<file path="config.mk">
export PLATFORM = sky130hd
export DESIGN_NAME = rtc_controller
export DESIGN_NICKNAME = d
export VERILOG_FILES = /design/src/rtl/rtc_pkg.sv /design/src/rtl/bcd_wrap_counter.sv /design/src/rtl/rtc_controller.sv
export SDC_FILE = /design/constraint.sdc
export NUM_CORES = 1
export LEC_CHECK = 0
export ABC_CLOCK_PERIOD_IN_PS = 3550
export CORE_MARGIN = 4
export CORE_UTILIZATION = 43
export DETAILED_ROUTE_END_ITERATION = 8
export PLACE_DENSITY_LB_ADDON = 0.2
export SLEW_MARGIN = 20
export SYNTH_ARGS = -nofsm -noshare
export SYNTH_HDL_FRONTEND = slang
export SYNTH_SLANG_ARGS = --single-unit
</file>
<file path="constraint.sdc">
create_clock -name clk -period 3.55 [get_ports clk]
set_input_delay 0.5325 -clock clk [delete_from_list [all_inputs] [get_ports clk]]
set_output_delay 0.5325 -clock clk [all_outputs]
set_load 0.01 [all_outputs]
</file>
<file path="src/rtl/rtc_pkg.sv">
// Shared types, limits and BCD arithmetic for the time-of-day controller.
package rtc_pkg;

  typedef enum logic [2:0] {
    RUN    = 3'd0,
    SET_HH = 3'd1,
    SET_MM = 3'd2,
    SET_AH = 3'd3,
    SET_AM = 3'd4
  } rtc_mode_t;

  localparam logic [7:0] HH_MAX = 8'h23;
  localparam logic [7:0] MS_MAX = 8'h59;

  // Two-digit BCD increment that wraps to 00 after max.
  // The low digit rolls 9->0 and carries into the high digit.
  function automatic logic [7:0] bcd_inc(input logic [7:0] v, input logic [7:0] max);
    logic [7:0] r;
    if (v == max)             r = 8'h00;
    else if (v[3:0] == 4'h9)  r = {v[7:4] + 4'h1, 4'h0};
    else                      r = {v[7:4], v[3:0] + 4'h1};
    return r;
  endfunction

endpackage

</file>
<file path="src/rtl/bcd_wrap_counter.sv">
// Two-digit BCD counter that wraps at MAX_BCD and flags the wrap as a carry.
module bcd_wrap_counter
  import rtc_pkg::*;
#(
  parameter logic [7:0] MAX_BCD = MS_MAX
) (
  input  logic       clk,
  input  logic       rst,
  input  logic       inc,
  output logic [7:0] value,
  output logic       wrap
);

  logic [7:0] value_q, value_d;

  // Next value: step when asked, otherwise hold.
  always_comb begin
    value_d = value_q;
    if (inc) value_d = bcd_inc(value_q, MAX_BCD);
  end

  // Value register with synchronous clear.
  always_ff @(posedge clk) begin
    if (rst) value_q <= 8'h00;
    else     value_q <= value_d;
  end

  // Carry out in the same cycle the counter rolls over.
  assign wrap  = inc && (value_q == MAX_BCD);
  assign value = value_q;

endmodule

</file>
<file path="src/rtl/rtc_controller.sv">
// 24-hour HH:MM:SS clock with prescaler, set-mode FSM and a registered alarm match.
module rtc_controller
  import rtc_pkg::*;
#(
  parameter int TICKS_PER_SEC = 50_000_000
) (
  input  logic       clk,
  input  logic       rst,
  input  logic       mode_btn,
  input  logic       inc_btn,
  input  logic       alarm_en,
  output logic [7:0] hh_bcd,
  output logic [7:0] mm_bcd,
  output logic [7:0] ss_bcd,
  output logic [7:0] ah_bcd,
  output logic [7:0] am_bcd,
  output logic       sec_tick,
  output logic       alarm,
  output logic [2:0] mode
);

  localparam int CW = (TICKS_PER_SEC > 1) ? $clog2(TICKS_PER_SEC) : 1;
  localparam logic [CW-1:0] PRESC_LAST = CW'(TICKS_PER_SEC - 1);

  rtc_mode_t     state_q, state_d;
  logic [CW-1:0] presc_q, presc_d;
  logic          alarm_q, alarm_d;

  logic tick, leave_set, inc_ok, time_run;
  logic ss_inc, mm_inc, hh_inc, ah_inc, am_inc;
  logic ss_wrap, mm_wrap, hh_wrap, ah_wrap, am_wrap;
  logic ss_clr;
  logic unused_wraps;

  assign tick      = (presc_q == PRESC_LAST);
  // Leaving SET_MM restarts the second so a freshly set time begins cleanly.
  assign leave_set = mode_btn && (state_q == SET_MM);
  // A mode change in the same cycle swallows the increment.
  assign inc_ok    = inc_btn && !mode_btn;
  // Time advances everywhere except while the time itself is being edited.
  assign time_run  = (state_q == RUN) || (state_q == SET_AH) || (state_q == SET_AM);

  // Prescaler: free-running 0..TICKS_PER_SEC-1, restarted on leaving SET_MM.
  always_comb begin
    presc_d = tick ? '0 : presc_q + 1'b1;
    if (leave_set) presc_d = '0;
  end

  // Prescaler register.
  always_ff @(posedge clk) begin
    if (rst) presc_q <= '0;
    else     presc_q <= presc_d;
  end

  // Mode FSM next state: each mode pulse steps around the ring.
  always_comb begin
    state_d = state_q;
    if (mode_btn) begin
      case (state_q)
        RUN:     state_d = SET_HH;
        SET_HH:  state_d = SET_MM;
        SET_MM:  state_d = SET_AH;
        SET_AH:  state_d = SET_AM;
        default: state_d = RUN;
      endcase
    end
  end

  // Mode FSM state register.
  always_ff @(posedge clk) begin
    if (rst) state_q <= RUN;
    else     state_q <= state_d;
  end

  // Increment routing: carries while running, button while editing a field.
  always_comb begin
    ss_inc = time_run && tick;
    mm_inc = time_run ? ss_wrap : ((state_q == SET_MM) && inc_ok);
    hh_inc = time_run ? mm_wrap : ((state_q == SET_HH) && inc_ok);
    ah_inc = (state_q == SET_AH) && inc_ok;
    am_inc = (state_q == SET_AM) && inc_ok;
  end

  assign ss_clr = rst || leave_set;

  bcd_wrap_counter #(.MAX_BCD(MS_MAX)) u_ss (
    .clk(clk), .rst(ss_clr), .inc(ss_inc), .value(ss_bcd), .wrap(ss_wrap));
  bcd_wrap_counter #(.MAX_BCD(MS_MAX)) u_mm (
    .clk(clk), .rst(rst), .inc(mm_inc), .value(mm_bcd), .wrap(mm_wrap));
  bcd_wrap_counter #(.MAX_BCD(HH_MAX)) u_hh (
    .clk(clk), .rst(rst), .inc(hh_inc), .value(hh_bcd), .wrap(hh_wrap));
  bcd_wrap_counter #(.MAX_BCD(HH_MAX)) u_ah (
    .clk(clk), .rst(rst), .inc(ah_inc), .value(ah_bcd), .wrap(ah_wrap));
  bcd_wrap_counter #(.MAX_BCD(MS_MAX)) u_am (
    .clk(clk), .rst(rst), .inc(am_inc), .value(am_bcd), .wrap(am_wrap));

  // Day rollover and alarm-field wraps carry nowhere.
  assign unused_wraps = hh_wrap ^ ah_wrap ^ am_wrap;

  // Alarm match, suppressed while the time is being edited.
  always_comb begin
    alarm_d = alarm_en && time_run && (hh_bcd == ah_bcd) && (mm_bcd == am_bcd);
  end

  // Alarm register: follows the match one cycle late.
  always_ff @(posedge clk) begin
    if (rst) alarm_q <= 1'b0;
    else     alarm_q <= alarm_d;
  end

  assign sec_tick = tick;
  assign alarm    = alarm_q;
  assign mode     = state_q;

endmodule

</file>
# [Yosys cells after proc, flatten, opt, wreduce, memory -nomap -nowiden]
# Cells that the tools add are included.
[totals] inputBits=5 n_memories=0 mem_bits_ro=0 out_inout_bits=45 latchBits=0 regBits=70 mem_bits_rw=0
[op_classes] n_bitwise=0 n_reduce_logical=28 n_lt_le_gt_ge=0 muxes=13 eq_ne=17 div_mod_pow=0 addsub=11 shifts=0 multipliers=0
[ops] op="$mux W8" count=10
[ops] op="$add A4 B1 Y4 const B" count=10
[ops] op="$add A26 B1 Y26 const B" count=1
[ops] op="$eq A26 B26 Y1 const B" count=1
[ops] op="$eq A8 B7 Y1 const B" count=3
[ops] op="$eq A4 B4 Y1 const B" count=5
[ops] op="$eq A8 B6 Y1 const B" count=2
[ops] op="$eq A8 B8 Y1" count=2
[ops] op="$logic_and A1 B1 Y1" count=12
[ops] op="$pmux W3 S4" count=1
[ops] op="$reduce_and A2 Y1" count=5
[ops] op="$reduce_bool A2 Y1" count=5
[ops] op="$eq A3 B2 Y1 const B" count=2
[ops] op="$eq A3 B1 Y1 const B" count=1
[ops] op="$eq A3 B3 Y1 const B" count=1
[ops] op="$logic_not A3 Y1" count=1
[ops] op="$logic_or A1 B1 Y1" count=3
[ops] op="$reduce_or A3 Y1" count=1
[ops] op="$mux W1" count=2
[ops] op="$logic_not A1 Y1" count=1

# [Longest topological paths before layout]
[depth] depth_word=9 depth_mapped=8 depth_no_buf=7

# [Cells and area by module]
# From an unflattened synthesis, not the netlist that was laid out.
[unflattened] cells_unflattened=459 hier_area_um2=4007.6
[modules_own_cells] module="rtc_controller" instances=1 area_each_um2=1712.9 cells_per_inst=202
[modules_own_cells] module="bcd_wrap_counter (u_am ...)" instances=3 area_each_um2=440.4 cells_per_inst=49
[modules_own_cells] module="bcd_wrap_counter (u_ah ...)" instances=2 area_each_um2=486.7 cells_per_inst=55

# [Worst setup path before layout]
# OpenSTA, ideal clock, no wires.
[synth_timing] kind="reg-to-reg" start="register presc_q[8]" end="register u_hh.value_q[7] (netlist: u_hh.value[7])" required_ns=3.427 setup_slack_ns=0.956 arrival_ns=2.471 path_stages_with_launch=8 n_path_buf=2 path_cell_list="dfxtp_1 > or4_1 > or4_1 > buf_2 > or4_4 > buf_6 > a21oi_1 > mux2_1"
[synth_via] elab_chain_cells=7
[synth_rtl] element="start, declared" line="rtc_controller.sv:26" source="logic [CW-1:0] presc_q, presc_d;"
[synth_rtl] element="start signal, assigned" line="rtc_controller.sv:52" source="else presc_q <= presc_d;"
[synth_rtl] element="$eq A26 B26 Y1" line="rtc_controller.sv:35" source="assign tick = (presc_q == PRESC_LAST);"
[synth_rtl] element="$logic_and A1 B1 Y1" line="rtc_controller.sv:77" source="ss_inc = time_run && tick;"
[synth_rtl] element="$logic_and A1 B1 Y1" line="bcd_wrap_counter.sv:29" source="assign wrap = inc && (value_q == MAX_BCD);"
[synth_rtl] element="$mux W1" line="rtc_controller.sv:78" source="mm_inc = time_run ? ss_wrap : ((state_q == SET_MM) && inc_ok);"
[synth_rtl] element="$logic_and A1 B1 Y1" line="bcd_wrap_counter.sv:29"
[synth_rtl] element="$mux W1" line="rtc_controller.sv:79" source="hh_inc = time_run ? mm_wrap : ((state_q == SET_HH) && inc_ok);"
[synth_rtl] element="$reduce_and A2 Y1 (no line)"
[synth_rtl] element="end signal, assigned" line="bcd_wrap_counter.sv:25" source="else value_q <= value_d;"
[synth_rtl] element="end, declared" line="bcd_wrap_counter.sv:14" source="logic [7:0] value_q, value_d;"
# No other way between the ends.
# A chain may end at the register's enable or synchronous reset.

# [Worst setup path after layout]
[layout_timing] start="register presc_q[0]" end="output port sec_tick"
[layout_via] elab_chain_cells=1
[layout_rtl] element="$eq A26 B26 Y1" line="rtc_controller.sv:35"
[layout_rtl] element="end, declared" line="rtc_controller.sv:17" source="output logic sec_tick,"
# No other way between the ends.

==> flow_summary.toml <==
[logic_synthesis]
yosysTopAreaCell = "dfxtp_1"
synth_seq_area_share = 0.364
yosys_warnings = 0
avgSynthCellArea_um2 = 8.45
yosys.cell_types.count = 52
synthDominantCellAreaShare = 0.364
synth-edff-count = 0
synthCells = 455
synthFlopType = "dfxtp_1"
synth-seq-cells = 70
synth_async_sr_flop_share = 0
syn-num-nets = 481
syn_area_um2 = 3840
ys_top_cells_by_area = "dfxtp_1, ha_1, xnor2_1"

[route]
wire_per_inst_um = 14.8
ant_nets = 0
via_count = 3379
vias_per_cell = 5.49
drc = 0
firstDrtPassIters = 4
drt_iter0_markers = 120
drt-total-wl_um = 9130

[clocking]
ctsLongestPathBuffers = 2
cts.sinks = 70
clk_latency_ns = 0.34
h-tree-depth = 3
cts_resized = 0
clock-root-buffer = "clkbuf_8"
cts_tree = "yes"
post-cts-setup-buffers = 0
cts_hold_buf = 0
cts_buffers = 9
clkTransAtPathRegs_ns = 0.07

[sta]
rsz0062_at_grt = "false"
setup_viol = 0
layout_setup_ws_ns = 0.770
tns_ns = 0
worst_slew_pin_slew_ns = 0.738
drv_slew = 0
max_clock_freq_mhz = 360
fin_worst_skew_ns = 0.00983
fin_crit_sh = 0.783
period_minus_slack_ns = 2.78
slew_headroom = 0.504
hold_viol = 0

[global_routing]
overflow = 0
grt_pass1_vias = 3071
grt_max_degree = 26
grt_usage = 0.178
antenna_found_initial = 0
grt_pass1_wl_um = 15000

[power_and_ir_drop]
power_density_nw_per_um2 = 325
p_leak_nw = 1.68
comb_power_share = 0.047
p_seq_frac = 0.534
internal_power_mw = 1.18
pwr-share-clk = 0.420
switching_share = 0.218
peakVddDrop_uv = 255
p_switching_mw = 0.329

[die]
fp.dieW_um = 103
fp.dieH_um = 103
fp.coreArea_um2 = 8720
pin_count = 50
rows = 34
die_area_um2 = 10500
start_util = 0.441

[critical_path]
cp_data_required_time_ns = 3.02
crit_path_end_kind = "output pin"
path_class = "reg2out"
crit_path_max_fanout = 4
startpoint_type = "flip-flop"
arrival_ns = 2.25

[layout]
syn2layout_area_growth_pct = 20.4
fin_nets = 531
final_area_um2 = 4630
n_antenna_cell = 0
drive_above_1_share = 0.0512

[place]
placed_area_um2 = 4440
pre_cts_ws_ns = 0.845
hpwl_um = 6740
place_congestion = 0.804
portBuffers = 49

[status]
outcome = "finished clean"

[hold_path]
min_path_type = "reg2reg"

[job]
maxCapViolations = 0
worst paths after layout:
| check | from | end | slack [ns] | cells past startpoint |
|---|---|---|---|---|
| max | presc_q[0] | sec_tick | 0.77 | 5 |
| min | presc_q[0] | presc_q[0] | 0.47 | 1 |
| max reg2reg | presc_q[8] | u_hh.value[5] | 0.79 | 5 |
| min reg2reg | presc_q[0] | presc_q[0] | 0.47 | 1 |
critical path, cell delays in order (launching register included):
cell	delay, ns
dfxtp_1	0.37
ha_1	0.23
and4_1	0.24
nand3_1	0.08
nor4_1	0.38
clkdlybuf4s50_1	0.61
power by group through the flow:
stage                     logic, mW  registers, mW  clock network (mW)
after CTS                    0.0705          0.803               0.655
after global placement       0.0687          0.821                   0
after floorplan              0.0433          0.819                   0
final                        0.0701          0.803               0.632
after detailed placement     0.0703          0.821                   0
after global routing         0.0777          0.804               0.692
cell usage after synthesis (2+ instances only):
| library cell | number |
|---|---|
| xnor2_1 | 29 |
| nor2_1 | 58 |
| a21oi_1 | 20 |
| nor3_1 | 21 |
| nand2b_1 | 2 |
| and4_1 | 3 |
| or3_1 | 5 |
| xor2_1 | 23 |
| nor4_1 | 15 |
| nor4b_1 | 2 |
| mux2_2 | 3 |
| nand3b_1 | 7 |
| dfxtp_1 | 70 |
| inv_1 | 22 |
| and3_1 | 9 |
| and2_1 | 6 |
| clkbuf_1 | 11 |
| nor2b_1 | 9 |
| nand4_1 | 12 |
| or4_1 | 5 |
| a211oi_1 | 3 |
| nand3_1 | 22 |
| a2111oi_0 | 2 |
| mux2i_1 | 6 |
| ha_1 | 21 |
| a31oi_1 | 3 |
| and3b_1 | 3 |
| nor3b_1 | 2 |
| o21ai_0 | 12 |
| or2_2 | 2 |
| nand2_1 | 26 |
registers in the layout, summed over array words and instances, names as in the netlist:
name,count
u_mm.value,8
u_am.value,8
u_hh.value,8
u_ss.value,8
u_ah.value,8
mode,3
alarm,1
presc_q,26
metrics by stage:
step	power [mW]	hold WS (ns)	utilization	instances
floorplan	0.862	0.426	-	455
global placement	0.890	0.439	0.509	602
detailed placement	0.891	0.454	0.509	602
CTS	1.53	0.471	0.531	616
global route	1.57	0.504	0.531	616
finish	1.51	0.473	0.531	616
layout by cell type (no fill, tap or decap), types with 4 or more instances in the layout:
| cell type | instances |
|---|---|
| a21oi_1 | 20 |
| and2_1 | 6 |
| and3_1 | 9 |
| buf_4 | 4 |
| clkbuf_8 | 11 |
| clkdlybuf4s50_1 | 49 |
| dfxtp_1 | 70 |
| ha_1 | 21 |
| inv_1 | 22 |
| mux2i_1 | 6 |
| nand2_1 | 26 |
| nand3_1 | 22 |
| nand3b_1 | 7 |
| nand4_1 | 12 |
| nor2_1 | 58 |
| nor2b_1 | 9 |
| nor3_1 | 21 |
| nor4_1 | 15 |
| o21ai_0 | 12 |
| or3_1 | 5 |
| or4_1 | 5 |
| xnor2_1 | 29 |
| xor2_1 | 23 |
metal layers:
layer / GRT usage / up-vias / share of wire
met5: 0 / - / 0
met4: 0.0424 / 0 / 0.010
met3: 0.0453 / 9 / 0.052
met2: 0.308 / 85 / 0.49
met1: 0.221 / 1580 / 0.45
li1: - / 1705 / -
cells by family (layout without fill, tap and decap cells):
kind of cell,Yosys count,after routing,synth area share
AOI/OAI and AO/OA,53,53,0.0924
xor gates and xnor gates,52,52,0.118
adders and majority gates,21,21,0.0683
buffers and inverters,36,89,0.0374
DFF,70,70,0.364
muxes,10,10,0.0273
and+or+nand+nor,213,213,0.292
area by class of cell:
type	instances	area [µm²]
fillers	805	4090
well taps	108	135
clock buffers	13	159
repair buffers	53	520
inverters	22	82.6
multi-input cells	349	2300
clock inverters	1	30.0
flip-flops and latches	70	1400
Power figures use the tool's default switching activity.
